File: config.mk
export PLATFORM = sky130hd
export DESIGN_NAME = uart_tx_serializer
export DESIGN_NICKNAME = d
export VERILOG_FILES = /design/src/rtl/uart_tx_serializer.sv
export SDC_FILE = /design/constraint.sdc
export NUM_CORES = 1
export LEC_CHECK = 0
export ABC_AREA = 1
export CAP_MARGIN = 20
export CORE_ASPECT_RATIO = 0.9
export CORE_MARGIN = 2
export CORE_UTILIZATION = 36
export DETAILED_ROUTE_END_ITERATION = 10
export GPL_TIMING_DRIVEN = 0
export RECOVER_POWER = 100
export SETUP_SLACK_MARGIN = 0.02
export SYNTH_ARGS = -nofsm -noshare
export SYNTH_HDL_FRONTEND = slang
export SYNTH_SLANG_ARGS = --single-unit
export TNS_END_PERCENT = 5
File: constraint.sdc
create_clock -name CpSl_Clk_i -period 1.8 [get_ports CpSl_Clk_i]
set_clock_uncertainty 0.05 [all_clocks]
set_input_delay 0.36 -clock CpSl_Clk_i [delete_from_list [all_inputs] [get_ports CpSl_Clk_i]]
set_output_delay 0.36 -clock CpSl_Clk_i [all_outputs]
set_load 0.01 [all_outputs]
File: src/rtl/uart_tx_serializer.sv
// ---------------------------------------------------------------------------
// uart_tx_serializer
//   Byte-to-serial UART transmit stage. Accepts one word per valid/ready
//   handshake and emits an asynchronous frame: start bit, data LSB first,
//   optional parity bit, then 1 or 2 stop bits. Bit timing comes from an
//   internal baud divider running on the system clock.
//
// Ports:
//   CpSl_Clk_i      in   1  system clock, single clock of the block
//   CpSl_Rst_iN     in   1  synchronous active-low reset
//   CpSv_TxData_i   in   8  data word, bits [PrSv_DataBits_c-1:0] used
//   CpSl_TxValid_i  in   1  upstream word valid
//   CpSl_TxReady_o  out  1  block can accept a word (IDLE only)
//   CpSl_TxBusy_o   out  1  frame on the line
//   CpSl_TxDone_o   out  1  pulse in the final cycle of the last stop bit
//   CpSl_Txdata_o   out  1  serial line, idles high
// ---------------------------------------------------------------------------
module uart_tx_serializer #(
    parameter int unsigned PrSv_BaudDiv_c   = 868,
    parameter int unsigned PrSv_DataBits_c  = 8,
    parameter int unsigned PrSl_ParityEn_c  = 0,
    parameter int unsigned PrSl_ParityOdd_c = 0,
    parameter int unsigned PrSv_StopBits_c  = 1
) (
    input  logic       CpSl_Clk_i,
    input  logic       CpSl_Rst_iN,
    input  logic [7:0] CpSv_TxData_i,
    input  logic       CpSl_TxValid_i,
    output logic       CpSl_TxReady_o,
    output logic       CpSl_TxBusy_o,
    output logic       CpSl_TxDone_o,
    output logic       CpSl_Txdata_o
);

    typedef enum logic [2:0] {
        ST_IDLE   = 3'd0,
        ST_START  = 3'd1,
        ST_DATA   = 3'd2,
        ST_PARITY = 3'd3,
        ST_STOP   = 3'd4
    } state_e;

    localparam logic [15:0] BaudLast_c    = 16'(PrSv_BaudDiv_c - 1);
    // Done is registered, so it is raised one cycle ahead of the last cycle.
    localparam logic [15:0] BaudPreLast_c = 16'(PrSv_BaudDiv_c - 2);
    localparam logic [2:0]  LastBit_c     = 3'(PrSv_DataBits_c - 1);
    localparam logic        LastStop_c    = 1'(PrSv_StopBits_c - 1);
    localparam logic [7:0]  DataMask_c    = 8'((2 ** PrSv_DataBits_c) - 1);
    localparam logic        ParityEn_c    = 1'(PrSl_ParityEn_c);
    localparam logic        ParityOdd_c   = 1'(PrSl_ParityOdd_c);

    // Even parity of a word (unused upper bits must already be masked off).
    function automatic logic even_parity_f(input logic [7:0] word);
        return ^word;
    endfunction

    state_e      state_q,    state_d;
    logic [15:0] baud_cnt_q, baud_cnt_d;
    logic [2:0]  bit_cnt_q,  bit_cnt_d;
    logic        stop_cnt_q, stop_cnt_d;
    logic [7:0]  shift_q,    shift_d;
    logic        parity_q,   parity_d;
    logic        line_q,     line_d;
    logic        ready_q,    ready_d;
    logic        busy_q,     busy_d;
    logic        done_q,     done_d;

    logic        accept_s;
    logic        baud_wrap_s;
    logic [7:0]  masked_s;

    // Handshake and baud-wrap decode.
    always_comb begin
        // ready_q is only ever high in IDLE, so it alone qualifies the accept.
        accept_s    = ready_q & CpSl_TxValid_i;
        baud_wrap_s = (baud_cnt_q == BaudLast_c);
        masked_s    = CpSv_TxData_i & DataMask_c;
    end

    // Next-state logic for the frame sequencer and its counters.
    always_comb begin
        state_d    = state_q;
        baud_cnt_d = baud_cnt_q;
        bit_cnt_d  = bit_cnt_q;
        stop_cnt_d = stop_cnt_q;
        shift_d    = shift_q;
        parity_d   = parity_q;
        case (state_q)
            ST_IDLE: begin
                baud_cnt_d = 16'd0;
                bit_cnt_d  = 3'd0;
                stop_cnt_d = 1'b0;
                if (accept_s) begin
                    state_d  = ST_START;
                    shift_d  = masked_s;
                    parity_d = even_parity_f(masked_s) ^ ParityOdd_c;
                end else begin
                    state_d  = ST_IDLE;
                end
            end
            ST_START: begin
                if (baud_wrap_s) begin
                    baud_cnt_d = 16'd0;
                    state_d    = ST_DATA;
                end else begin
                    baud_cnt_d = baud_cnt_q + 16'd1;
                end
            end
            ST_DATA: begin
                if (baud_wrap_s) begin
                    baud_cnt_d = 16'd0;
                    // Line always shows shift[0]; shifting exposes the next bit.
                    shift_d    = {1'b0, shift_q[7:1]};
                    if (bit_cnt_q == LastBit_c) begin
                        bit_cnt_d = 3'd0;
                        if (ParityEn_c) begin
                            state_d = ST_PARITY;
                        end else begin
                            state_d = ST_STOP;
                        end
                    end else begin
                        bit_cnt_d = bit_cnt_q + 3'd1;
                    end
                end else begin
                    baud_cnt_d = baud_cnt_q + 16'd1;
                end
            end
            ST_PARITY: begin
                if (baud_wrap_s) begin
                    baud_cnt_d = 16'd0;
                    state_d    = ST_STOP;
                end else begin
                    baud_cnt_d = baud_cnt_q + 16'd1;
                end
            end
            ST_STOP: begin
                if (baud_wrap_s) begin
                    baud_cnt_d = 16'd0;
                    if (stop_cnt_q == LastStop_c) begin
                        stop_cnt_d = 1'b0;
                        state_d    = ST_IDLE;
                    end else begin
                        stop_cnt_d = stop_cnt_q + 1'b1;
                    end
                end else begin
                    baud_cnt_d = baud_cnt_q + 16'd1;
                end
            end
            default: begin
                state_d    = ST_IDLE;
                baud_cnt_d = 16'd0;
                bit_cnt_d  = 3'd0;
                stop_cnt_d = 1'b0;
                shift_d    = 8'd0;
                parity_d   = 1'b0;
            end
        endcase
    end

    // Output next values, derived from the next state so outputs stay registered.
    always_comb begin
        case (state_d)
            ST_IDLE:   line_d = 1'b1;
            ST_START:  line_d = 1'b0;
            ST_DATA:   line_d = shift_d[0];
            ST_PARITY: line_d = parity_d;
            ST_STOP:   line_d = 1'b1;
            default:   line_d = 1'b1;
        endcase
        ready_d = (state_d == ST_IDLE);
        busy_d  = (state_d != ST_IDLE);
        done_d  = (state_q == ST_STOP) && (stop_cnt_q == LastStop_c) &&
                  (baud_cnt_q == BaudPreLast_c);
    end

    // State, counter and output registers with synchronous active-low reset.
    always_ff @(posedge CpSl_Clk_i) begin
        if (!CpSl_Rst_iN) begin
            state_q    <= ST_IDLE;
            baud_cnt_q <= 16'd0;
            bit_cnt_q  <= 3'd0;
            stop_cnt_q <= 1'b0;
            shift_q    <= 8'd0;
            parity_q   <= 1'b0;
            line_q     <= 1'b1;
            ready_q    <= 1'b0;
            busy_q     <= 1'b0;
            done_q     <= 1'b0;
        end else begin
            state_q    <= state_d;
            baud_cnt_q <= baud_cnt_d;
            bit_cnt_q  <= bit_cnt_d;
            stop_cnt_q <= stop_cnt_d;
            shift_q    <= shift_d;
            parity_q   <= parity_d;
            line_q     <= line_d;
            ready_q    <= ready_d;
            busy_q     <= busy_d;
            done_q     <= done_d;
        end
    end

    assign CpSl_Txdata_o  = line_q;
    assign CpSl_TxReady_o = ready_q;
    assign CpSl_TxBusy_o  = busy_q;
    assign CpSl_TxDone_o  = done_q;

endmodule

Word level (Yosys, flattened, before mapping)
Index checks and enable logic that the tools add are counted.
{"block": "classes", "addsub": 3, "n_eq_ne": 13, "muxes": 20, "n_bitwise": 6, "reduce_logical": 13}
{"op": "== test 16 x 10 -> 1 bit (second input constant)", "count": 2}
{"op": "two-way mux 3 bit", "count": 8}
{"op": "case mux 8 bit (3 select lines)", "count": 1}
{"op": "adder 16 x 1 -> 16 bit (second input constant)", "count": 1}
{"op": "two-way mux 8 bit", "count": 2}
{"op": "case mux 3 bit (5 select lines)", "count": 1}
{"op": "== test 3 x 2 -> 1 bit (second input constant)", "count": 4}
{"op": "OR reduction 3 bit", "count": 3}
{"op": "parity 8 bit", "count": 1}
{"op": "== test 3 x 1 -> 1 bit (second input constant)", "count": 2}
{"op": "== test 3 bit (second input constant)", "count": 2}
{"op": "zero test 3 bit", "count": 2}
{"op": "inequality test 2 bit (second input constant)", "count": 3}
{"op": "case mux 3 bit (2 select lines)", "count": 1}
{"op": "inverter 1 bit", "count": 5}
{"op": "two-way mux 1 bit", "count": 4}
{"op": "case mux 1 bit (2 select lines)", "count": 2}
{"op": "AND reduction 2 bit", "count": 2}
{"op": "OR reduction 4 bit", "count": 1}
{"op": "adder 3 x 1 -> 3 bit (second input constant)", "count": 1}
{"op": "case mux 1 bit (3 select lines)", "count": 1}
{"op": "AND reduction 3 bit", "count": 1}
{"op": "nonzero test 3 bit", "count": 1}
{"op": "logical AND 1 bit", "count": 2}
{"op": "2 further kinds", "count": 2}
{"block": "totals", "reg_bits": 36, "input_bits": 11, "output_inout_bits": 4, "word_cells": 66}

Longest topological paths before layout
{"block": "depth", "word_depth": 6, "depth_mapped": 11, "ltp_nobuf": 11}

Worst setup path after synthesis
No wires, ideal clock.
{"block": "synth_timing", "path_type": "reg2reg", "from": "register baud_cnt_q[0]", "to": "register baud_cnt_q[10]", "setup_time_ns": 0.118, "t_arrival_ns": 1.244, "required_time_ns": 1.632, "path_slack_ns": 0.388, "path_stages_with_launch": 11, "n_path_buf": 0, "synth_period_minus_slack_ns": 1.412, "cell_sequence": "dfxtp_1 > ha_1 > nand2_1 > nor2_2 > inv_1 > nor3_2 > nand3_1 > clkinv_1 > nand3_1 > nand2_1 > a21oi_1"}
{"block": "synth_via", "elab_chain_cells": 2, "elab_cells_between_ends": 3, "classes_between": "add/sub: 1; eq/ne: 1; reduce/logical: 1"}
{"item": "start, declared", "line": "58", "text": "logic [15:0] baud_cnt_q, baud_cnt_d;"}
{"item": "start signal, assigned", "line": "191", "text": "baud_cnt_q <= baud_cnt_d;"}
{"item": "parallel branches: the longest is 2 deep, another holds adder 16 x 1 -> 16 bit"}
Several ways; the timed one is not identified.
A chain may end at the register's enable or synchronous reset.

Worst setup path after layout
{"block": "layout_timing", "from": "register ready_q, in the netlist CpSl_TxReady_o", "to": "output port CpSl_TxReady_o"}
{"item": "start, declared", "line": "64", "text": "logic ready_q, ready_d;"}
{"item": "start signal, assigned", "line": "197", "text": "ready_q <= ready_d;"}
{"item": "end, declared", "line": "29", "text": "output logic CpSl_TxReady_o,"}
No word-level cell between the ends.

==> flow_summary.toml <==
[synth]
synth_nets = 276
ys_seq_area_share_pct = 37.01
ys_ff_latch = 35
synthesis.area_sq_mm = 0.001893
synth_area_per_cell_sq_um = 7.253
yosysUniqueCellTypes = 34
ys.warnings.count = 0
synthCells = 261

[route]
drtIter0Drc = 90
ant_nets = 0
num_vias = 1632
wl_um = 3619
dr.pass1.iters = 4
wl_per_cell_um = 10.34
avgViaCountPerCell = 4.663
drc = 0

[setup_path]
r2r-end = "CpSl_Txdata_o"
worstPathCellList = "dlygate4sd3_1"
cp.required_ns = 1.39
rrSetupSlack_ns = 0.18
crit_type = "reg2out"
cpPeakStageDelay_ns = 0.61
critical-path-top-delay-family = "buffers and inverters"
slowest_stage = "dlygate4sd3_1"
endpoint_kind = "output port"
arrival_ns = 1.22
worst-r2r-cell-count = 10
cp_max_fo = 2
cp_num_buf_inv = 1
worst_setup_path_start_kind = "flop"
reg2reg_from = "baud_cnt_q[0]"

[pwr]
p_per_area_mw_per_mm2 = 690.4
leakage_nw = 0.8791
p_total_mw = 1.519
vdd_ir_drop_max_mv = 0.3683

[global_route]
grt_pass1_vias = 1498
grt_pass1_wl_um = 6541
track_usage_pct = 14.50
grt_max_degree = 11
antenna_found_initial = 0
gr-total-overflow = 0

[timing]
max_freq_mhz = 612.3
min_period_ns = 1.633
finalHoldViolCount = 0
setup-violations-final = 0
slew_viol_final = 0
period_share_pct = 90.73
holdWs_ns = 0.4162
worst_slew_pin_slew_ns = 0.4524
max_slew_margin_pct = 69.84

[floorplan]
num_rows = 25
design.die.area_sq_mm = 0.005856
core_sq_mm = 0.005161
die_w_um = 80.44
start_util_pct = 36.68
die_h_um = 72.80
ios = 15

[clocking]
cts_root_buf = "clkbuf_8"
path_clk_slew_ns = 0.07
cts_hold_buf = 0
cts_tree = "yes"
cts_num_sinks = 35
cts_made_buffers = 5
clock_latency_ns = 0.29
htree_num_levels = 2
clk_path_buf_depth = 2

[placed_design]
gp_congestion = 0.7595
place_area_sq_mm = 0.002117
portBuffers = 14
hpwl_um = 2821

[min_path]
min_path_type = "reg2reg"
hp-start = "shift_q[7]"
hold_path_end = "shift_q[7]"
hold_depth = 2

[run]
maxCapViolCount = 0

[cells_and_area]
fillers = 550
n_antenna_cell = 0
drive_above_1_share_pct = 13.43
fin_nets = 297
area_delta_synth_final_pct = 16.26
final_area_sq_mm = 0.002201

[run_status]
outcome = "complete, no violations"
final cells by class:
type,instances,area [sq um],share of cell area (%)
clock inverters,1,5.005,0.2274
well taps,67,83.83,3.809
plain buffers,3,20.02,0.9096
clock buffers,7,76.32,3.468
repair buffers,14,140.1,6.367
inverters,32,122.6,5.571
flip-flops and latches,35,700.7,31.84
multi-input cells,191,1052,47.81
where the power goes:
part | switching (mW) | leakage (nW) | internal (mW)
registers | 0.0118 | 0.284 | 0.796
logic | 0.0979 | 0.553 | 0.0753
clock network | 0.267 | 0.0422 | 0.271
state kept, by name (all words and copies together) (netlist names):
| name | flops |
|---|---|
| CpSl_Txdata_o | 1 |
| parity_q | 1 |
| state_q | 3 |
| CpSl_TxDone_o | 1 |
| baud_cnt_q | 16 |
| CpSl_TxReady_o | 1 |
| shift_q | 8 |
| bit_cnt_q | 3 |
| CpSl_TxBusy_o | 1 |
layout by cell type, fill, tap and decap left out, types with 2 or more instances in the layout:
cell / instances
a21oi_1: 14
a31oi_1: 7
clkbuf_1: 3
clkbuf_8: 5
clkdlybuf4s50_1: 9
dfxtp_1: 35
dlygate4sd3_1: 5
ha_1: 3
inv_1: 25
inv_2: 6
nand2_1: 62
nand2_2: 6
nand2_4: 2
nand3_1: 21
nand3_2: 2
nand3b_1: 2
nand4_1: 2
nor2_1: 24
nor2_2: 3
nor2_4: 3
nor3_1: 10
nor3_4: 3
nor4_1: 2
o21ai_0: 7
o21ai_2: 2
xnor2_1: 4
xor2_1: 7
synth_stat cells (all sizes together):
cell	count	share of area [%]
nor4	2	0.66
dfxtp	35	37
nand3	24	7.5
xor2	7	3.2
nand3b	2	0.79
nor3	13	4.9
nand4	2	0.66
inv	30	6.1
o21ai	10	3.0
clkinv	2	0.46
ha	4	2.6
o31ai	1	0.40
a31oi	7	2.3
xnor2	4	1.9
nand2	70	16
a21oi	14	3.7
nor3b	1	0.40
buf	2	0.86
nor2	30	7.5
clkbuf	1	0.20
routing by layer:
| layer | global-route usage, % | wire length [um] | up-vias |
|---|---|---|---|
| li1 | - | - | 889 |
| met1 | 20.17 | 1984 | 719 |
| met2 | 20.74 | 1477 | 19 |
| met3 | 3.960 | 114 | 5 |
| met4 | 6.968 | 43 | 0 |
| met5 | 0 | 0 | - |
worst max path at each step:
stage / startpoint / cells after the start / end
global placement: CpSv_TxData_i[2] / 9 / CpSl_Txdata_o
detailed placement: CpSv_TxData_i[0] / 9 / CpSl_Txdata_o
finish: CpSl_TxReady_o / 1 / CpSl_TxReady_o
CTS: baud_cnt_q[0] / 10 / baud_cnt_q[10]
floorplan: baud_cnt_q[0] / 10 / baud_cnt_q[10]
global route: baud_cnt_q[0] / 10 / baud_cnt_q[12]
cells by family after synthesis:
kind of cell	Yosys count	synth area share, %
xor+xnor	11	5.089
flops	35	37.01
simple gates	144	38.20
fa+ha+maj	4	2.644
buf+inv	35	7.600
compound gates	32	9.451
timing repair:
item,CTS,global route
setup endpoints to repair,0,3
gates resized for setup,0,3
setup buffers,0,0
per-stage QoR:
step | std cells | util (%) | worst slack [ns] | setup TNS, ns
2_1_floorplan | 261 | - | 0.3882 | 0
3_3_place_gp | 342 | 41.02 | 0.01324 | 0
3_5_place_dp | 342 | 41.02 | 0.009320 | 0
4_1_cts | 350 | 42.59 | 0.1506 | 0
5_1_grt | 350 | 42.64 | -0.009136 | -0.009136
6_report | 350 | 42.64 | 0.1669 | 0
Note: power is estimated with default switching activity, not from simulation.
